## config.mk

```make
export PLATFORM = sky130hd
export DESIGN_NAME = bus_arbiter_rr
export DESIGN_NICKNAME = d
export VERILOG_FILES = /design/src/rtl/bus_arbiter_rr.sv
export SDC_FILE = /design/constraint.sdc
export NUM_CORES = 1
export LEC_CHECK = 0
export ABC_CLOCK_PERIOD_IN_PS = 3500
export BUFFER_PORTS_ARGS = -buffer_cell sky130_fd_sc_hd__buf_2
export CORE_AREA = 2 2 123 125
export DETAILED_ROUTE_END_ITERATION = 10
export DIE_AREA = 0 0 125 127
export GPL_TIMING_DRIVEN = 0
export PLACE_DENSITY = 0.7
export SLEW_MARGIN = 5
export SYNTH_ARGS = -nofsm -noshare
export SYNTH_HDL_FRONTEND = slang
export SYNTH_SLANG_ARGS = --single-unit
```

## constraint.sdc

```tcl
create_clock -name clk -period 3.5 [get_ports clk]
set_clock_uncertainty 0.2 [all_clocks]
set_input_delay 0 -clock clk [delete_from_list [all_inputs] [get_ports clk]]
set_output_delay 0 -clock clk [all_outputs]
set_load 0.005 [all_outputs]
```

## src/rtl/bus_arbiter_rr.sv

```systemverilog
// Two-master round-robin arbiter for the SoC simple bus.
// Holds one slave access outstanding at a time, returns the slave
// response to the owning master one cycle after completion, and ends
// a hung slave access with an error response after a fixed timeout.
module bus_arbiter_rr #(
  parameter int              ADDR_W         = 32,
  parameter int              DATA_W         = 32,
  parameter int              TIMEOUT_CYCLES = 1024,
  parameter logic [DATA_W-1:0] ERR_RDATA    = 32'hDEADBEEF
) (
  input  logic                clk,
  input  logic                rst,
  input  logic                m0_req,
  input  logic                m0_we,
  input  logic [ADDR_W-1:0]   m0_addr,
  input  logic [DATA_W-1:0]   m0_wdata,
  input  logic [DATA_W/8-1:0] m0_be,
  output logic                m0_ready,
  output logic [DATA_W-1:0]   m0_rdata,
  output logic                m0_err,
  input  logic                m1_req,
  input  logic                m1_we,
  input  logic [ADDR_W-1:0]   m1_addr,
  input  logic [DATA_W-1:0]   m1_wdata,
  input  logic [DATA_W/8-1:0] m1_be,
  output logic                m1_ready,
  output logic [DATA_W-1:0]   m1_rdata,
  output logic                m1_err,
  output logic                s_req,
  output logic                s_we,
  output logic [ADDR_W-1:0]   s_addr,
  output logic [DATA_W-1:0]   s_wdata,
  output logic [DATA_W/8-1:0] s_be,
  input  logic                s_ready,
  input  logic [DATA_W-1:0]   s_rdata,
  output logic                owner
);

  localparam int BE_W = DATA_W / 8;
  localparam int TW   = (TIMEOUT_CYCLES > 2) ? $clog2(TIMEOUT_CYCLES) : 1;
  // Last timer value before the access is declared hung
  localparam logic [TW-1:0] TMAX = TW'(TIMEOUT_CYCLES - 1);

  typedef enum logic [1:0] {IDLE, BUSY, RESP} state_t;

  state_t          state;
  state_t          state_nx;
  logic            grant0;
  logic            grant1;
  logic            last_grant;
  logic [TW-1:0]   timer;
  logic [DATA_W-1:0] rdata_q;
  logic            err_q;

  // State register
  always_ff @(posedge clk) begin
    if (rst) state <= IDLE;
    else     state <= state_nx;
  end

  // Next-state logic; the round-robin pick favours whoever was not granted last
  always_comb begin
    state_nx = state;
    grant0   = 1'b0;
    grant1   = 1'b0;
    case (state)
      IDLE: begin
        if (m0_req && (!m1_req || last_grant)) grant0 = 1'b1;
        else if (m1_req)                       grant1 = 1'b1;
        if (grant0 || grant1) state_nx = BUSY;
      end
      BUSY: begin
        // A late s_ready on the expiry cycle still counts as success
        if (s_ready || timer == TMAX) state_nx = RESP;
      end
      RESP:    state_nx = IDLE;
      default: state_nx = IDLE;
    endcase
  end

  // Outputs: slave request during BUSY, one-cycle response pulse in RESP
  always_comb begin
    s_req    = (state == BUSY);
    m0_ready = (state == RESP) && !owner;
    m1_ready = (state == RESP) &&  owner;
    m0_rdata = m0_ready ? rdata_q : '0;
    m1_rdata = m1_ready ? rdata_q : '0;
    m0_err   = m0_ready ? err_q : 1'b0;
    m1_err   = m1_ready ? err_q : 1'b0;
  end

  // Latch the winner's request, run the timeout counter, capture the response
  always_ff @(posedge clk) begin
    if (rst) begin
      s_we       <= 1'b0;
      s_addr     <= '0;
      s_wdata    <= '0;
      s_be       <= '0;
      owner      <= 1'b0;
      last_grant <= 1'b1;
      timer      <= '0;
      rdata_q    <= '0;
      err_q      <= 1'b0;
    end else begin
      case (state)
        IDLE: begin
          if (grant0 || grant1) begin
            s_we       <= grant1 ? m1_we    : m0_we;
            s_addr     <= grant1 ? m1_addr  : m0_addr;
            s_wdata    <= grant1 ? m1_wdata : m0_wdata;
            s_be       <= grant1 ? m1_be    : m0_be;
            owner      <= grant1;
            last_grant <= grant1;
            timer      <= '0;
          end
        end
        BUSY: begin
          if (s_ready) begin
            rdata_q <= s_rdata;
            err_q   <= 1'b0;
          end else if (timer == TMAX) begin
            rdata_q <= ERR_RDATA;
            err_q   <= 1'b1;
          end else begin
            // Saturating: never advances past TMAX
            timer <= timer + TW'(1);
          end
        end
        default: ;
      endcase
    end
  end

  logic unused_be_w;
  assign unused_be_w = (BE_W == 0);

endmodule

```

# Yosys cells after proc, flatten, opt, wreduce, memory -nomap -nowiden
# Cells that the tools add are included.
[word_totals]
in_bits = 175
output_inout_bits = 139
wordCells = 61
register_bits = 116
[classes]
addsub = 1
eq_ne = 8
n_mux = 26
n_reduce_logical = 16
[ops]
columns = ["op", "n"]
rows = [
  ["32-bit 2-to-1 mux", 6],
  ["10-bit 2-to-1 mux", 3],
  ["10-bit case mux with 2 select lines", 1],
  ["1-bit 2-to-1 mux", 12],
  ["10-bit by 1-bit adder with 10-bit output, second input constant", 1],
  ["10-bit equality test, second input constant", 1],
  ["2-bit != test, second input constant", 4],
  ["2-bit AND reduction", 3],
  ["1-bit logical OR", 4],
  ["2-bit 2-to-1 mux", 2],
  ["4-bit 2-to-1 mux", 1],
  ["2-bit case mux with 2 select lines", 1],
  ["4-bit AND reduction", 1],
  ["2-bit nonzero test", 2],
  ["1-bit logical AND", 3],
  ["2-bit by 1-bit equality test with 1-bit output, second input constant", 1],
  ["2-bit equality test, second input constant", 1],
  ["1-bit logical NOT", 2],
  ["2-bit logical NOT", 1],
  ["2-bit by 1-bit != test with 1-bit output, second input constant", 1],
]

# Depth between registers and ports, before layout
[logic_depth]
word_depth = 9
depth_mapped = 7
mapped_depth_nobuf = 5

# Least setup slack after synthesis
# OpenSTA, ideal clock, no wires.
[synth_path]
path_kind = "reg2reg"
from = "register timer[0]"
to = "register rdata_q[23]"
arrival_time_ns = 1.565
synth_period_minus_slack_ns = 1.884
setup_time_ns = 0.119
required_ns = 3.181
path_stages_with_launch = 8
n_path_buf = 2
path_slack_ns = 1.616
path_cell_list = "dfxtp_1 -> ha_1 -> and3_1 -> buf_2 -> a31oi_4 -> nor2_4 -> buf_4 -> o221a_2"
[synth_via]
elab_chain_len = 3
[synth_lines]
columns = ["element", "line", "rtl"]
rows = [
  ["start: declaration", "51", "logic [TW-1:0] timer;"],
  ["start signal: assignment", "126", "timer <= timer + TW'(1);"],
  ["10-bit equality test", "121", "end else if (timer == TMAX) begin"],
  ["2-bit nonzero test (no source line)", "--", ""],
  ["2-bit AND reduction (no source line)", "--", ""],
  ["end signal: assignment", "119", "rdata_q <= s_rdata;"],
  ["end: declaration", "52", "logic [DATA_W-1:0] rdata_q;"],
]
# No other way between the ends.
# A chain may end at the register's enable or synchronous reset.

# Worst setup path after layout
[layout_path]
from = "register timer[0]"
to = "register rdata_q[31]"
# Same word-level chain as after synthesis.

==> run_results.csv <==
group,metric,value,unit
place,hpwl,13500,um
place,gp_congestion,0.839,
global_route,grtUsageTotal,27.2,%
floorplanning,die_area,15900,sq um
global_route,met2_usage,49.0,%
global_route,antenna_found_initial,1,
logic_synthesis,yosys.area.top_type,"dfxtp_1",
floorplanning,fp-row-count,44,
floorplanning,die_x,125,um
power,p_comb_share,20.9,%
power,swShare,25.6,%
clocking,cts_tree,"yes",
setup_path,crit-reg2reg-capture,"rdata_q[31]",
clocking,numCtsBuffers,17,
setup_path,crit_path_start_kind,"flop",
logic_synthesis,synth_nets,745,
layout,nNetsFinal,1260,
power,power,4.45,mW
clocking,htree_num_levels,4,
layout,fillerInstances,1048,
global_route,grt_max_degree,17,
setup_path,slowest_stage,"dlygate4sd3_1",
setup_path,path_cells,"ha_1, and3_1, buf_2, a31oi_4, nor2_4, o221a_2, dlygate4sd3_1",
sta,finalHoldViolations,0,
setup_path,end_kind,"flop",
logic_synthesis,syn_avg_cell_area,9.48,sq um
logic_synthesis,synth_seq_cells,116,
floorplanning,pin_count,314,
outcome,status,"finished, final reports clean",
logic_synthesis,synth_top_area_share,43.1,%
drt,firstDrtPassIters,4,
global_route,met3_usage,6.78,%
setup_path,ff2ff_path_depth,7,
setup_path,ff2ff_setup_slack,1040,ps
setup_path,r2r-start,"timer[0]",
sta,max-slew-margin-rel,63.2,%
sta,fin_crit,2460,ps
floorplanning,start_util,37.4,%
logic_synthesis,syn_area,5390,sq um
sta,fmax,407,MHz
power,p_sw,1.14,mW
logic_synthesis,seq_area_frac_synth,43.1,%
clocking,cts_hold_buf,184,
sta,setup_slack,1040,ps
power,leakage,4.88,nW
drt,wirelength,22300,um
setup_path,critPathArrivalTime,2550,ps
clocking,clock-sinks,116,
drt,drcViolationCount,0,
clocking,cts_resized,0,
floorplanning,die_h,127,um
sta,worst_pin_slew,549,ps
sta,drv_slew,0,
global_route,grt_pass1_wl,34800,um
drt,postRouteAntennaNets,0,
clocking,clk_pin_slew,50,ps
drt,vias_per_cell,5.14,
layout,area_growth,80.1,%
place,port_buffers,312,
min_path,min_from,"m1_req",
setup_path,slowest_delay,550,ps
global_route,gr-usage-met1,28.0,%
drt,wire_per_inst,17.4,um
clocking,clk_path_buf_depth,2,
logic_synthesis,syn_inst,569,
flow_run,cap_violations,0,
clocking,cts_root_buffer,"clkbuf_16",
drt,vias,6588,
power,p_int,3.31,mW
power,power_density,458,nW/um^2
min_path,hold_depth,5,
global_route,grt_pass1_vias,6838,
sta,rsz0062_at_grt,"false",
logic_synthesis,synth_cell_types,39,
logic_synthesis,synthTopCellsByArea,"dfxtp_1, mux2i_1, a211oi_1, and2_1, nor2_1",
power,vdd_drop_max,0.389,mV
sta,fin_tns_setup,0,ps
floorplanning,core,14400,sq um
sta,period_share,70.3,%
logic_synthesis,yosys_warnings,0,
setup_path,critPathMaxFanout,10,
min_path,hold_path_end,"last_grant",
sta,setup_viol,0,
setup_path,path_class,"reg -> reg",
clocking,postCtsSetupRepairBufs,0,
setup_path,worstPathRequired,3590,ps
power,power_frac_clock,45.0,%
global_route,busiest_layer,"met2",
drt,drt_iter0_markers,326,
place,preCtsSetupSlack,1430,ps
layout,layout-drive-gt1-share,34.9,%
clocking,insertion_delay,400,ps
power,p_seq_share,34.2,%
min_path,min-delay-path-class,"in -> reg",
global_route,grt_overflow,0,
## registers in the layout (all words and copies together) (netlist names)
name        count
err_q           1
state           2
s_we            1
owner           1
last_grant      1
s_addr         32
s_be            4
s_wdata        32
timer          10
rdata_q        32
## cell families (layout without fill, tap and decap cells)
family,count (synthesis),in the layout,share of synthesized area [%]
compound gates,138,138,20.2
fa+ha+maj,1,1,0.232
buf+inv,57,585,5.64
flops,116,116,43.1
mux,69,69,12.8
other cells,0,1,0
simple gates,188,188,18.1
## worst max-delay path by stage
stage | start | endpoint
6_report | timer[0] | rdata_q[31]
5_1_grt | timer[0] | rdata_q[2]
4_1_cts | timer[0] | rdata_q[2]
3_5_place_dp | timer[0] | rdata_q[28]
3_3_place_gp | timer[0] | rdata_q[30]
2_1_floorplan | timer[0] | rdata_q[23]
## cell type report
type                       instances  area [sq um]  area share [%]
sequential                       116          2320            23.9
timing repair buffer             496          3400            35.0
antenna                            1          2.50          0.0258
clock inverter                    12           226            2.33
clock buffer                      20           457            4.70
multi-input combinational        396          2770            28.5
buffer                            54           293            3.01
inverter                           3          11.3           0.116
tap                              184           230            2.37
## per-layer routing
layer	part of all wire (%)	vias up
met5	0	-
met4	6.6	0
met3	6.8	97
met2	50	372
met1	36	3030
li1	-	3089
## cell usage after synthesis
| library cell | n |
|---|---|
| inv_2 | 1 |
| and4_4 | 1 |
| o311ai_2 | 2 |
| buf_6 | 9 |
| nand3_1 | 7 |
| o221a_2 | 9 |
| o21ai_1 | 1 |
| o31ai_1 | 7 |
| buf_1 | 3 |
| nand2b_1 | 1 |
| inv_1 | 2 |
| and3_1 | 2 |
| or4_1 | 1 |
| o221a_1 | 15 |
| nor3b_2 | 2 |
| nand2_1 | 17 |
| ha_1 | 1 |
| nor3_2 | 1 |
| mux2i_1 | 69 |
| nand4b_1 | 3 |
| o21ai_0 | 8 |
| and4_1 | 2 |
| nor2_4 | 1 |
| a211oi_1 | 70 |
| nor2_1 | 75 |
| a31oi_4 | 1 |
| buf_4 | 3 |
| and3b_1 | 1 |
| clkbuf_1 | 30 |
| o22ai_1 | 1 |
| a31oi_1 | 2 |
| and2_1 | 70 |
| o311ai_1 | 1 |
| or2_2 | 1 |
| nor3_1 | 3 |
| buf_2 | 9 |
| a21oi_1 | 19 |
| o32ai_1 | 2 |
| dfxtp_1 | 116 |
## critical path: cells and delay by family, from the launching register on
kind / cells / cell delay [ps]
AOI/OAI and AO/OA: 2 / 550
adders and majority gates: 1 / 250
buffers and inverters: 2 / 710
DFF: 1 / 340
and+or+nand+nor: 2 / 270
## cells in the final DEF (no fill, tap or decap), types with 19 or more instances in the layout
master / count
a211oi_1: 70
a21oi_1: 19
and2_1: 70
buf_2: 321
clkbuf_1: 31
dfxtp_1: 116
dlygate4sd3_1: 184
mux2i_1: 69
nor2_1: 75
## power groups by stage
stage               logic, mW  registers [mW]  clock network (mW)
finish                  0.929            1.52                2.00
global route            0.991            1.53                2.10
CTS                     0.879            1.51                2.02
detailed placement      0.676            1.54                   0
global placement        0.670            1.54                   0
floorplan               0.360            1.54                   0
## stage by stage
stage | util, % | instance area, sq um | cells | hold WS, ps
floorplan | - | 5390 | 569 | -64.0
global placement | 49.8 | 7180 | 1065 | 42.5
detailed placement | 49.8 | 7180 | 1065 | 46.3
CTS | 67.3 | 9710 | 1281 | 3.37
global route | 67.3 | 9710 | 1282 | 54.0
finish | 67.3 | 9710 | 1282 | 15.4
No activity file was read; power rests on OpenSTA's default activity.
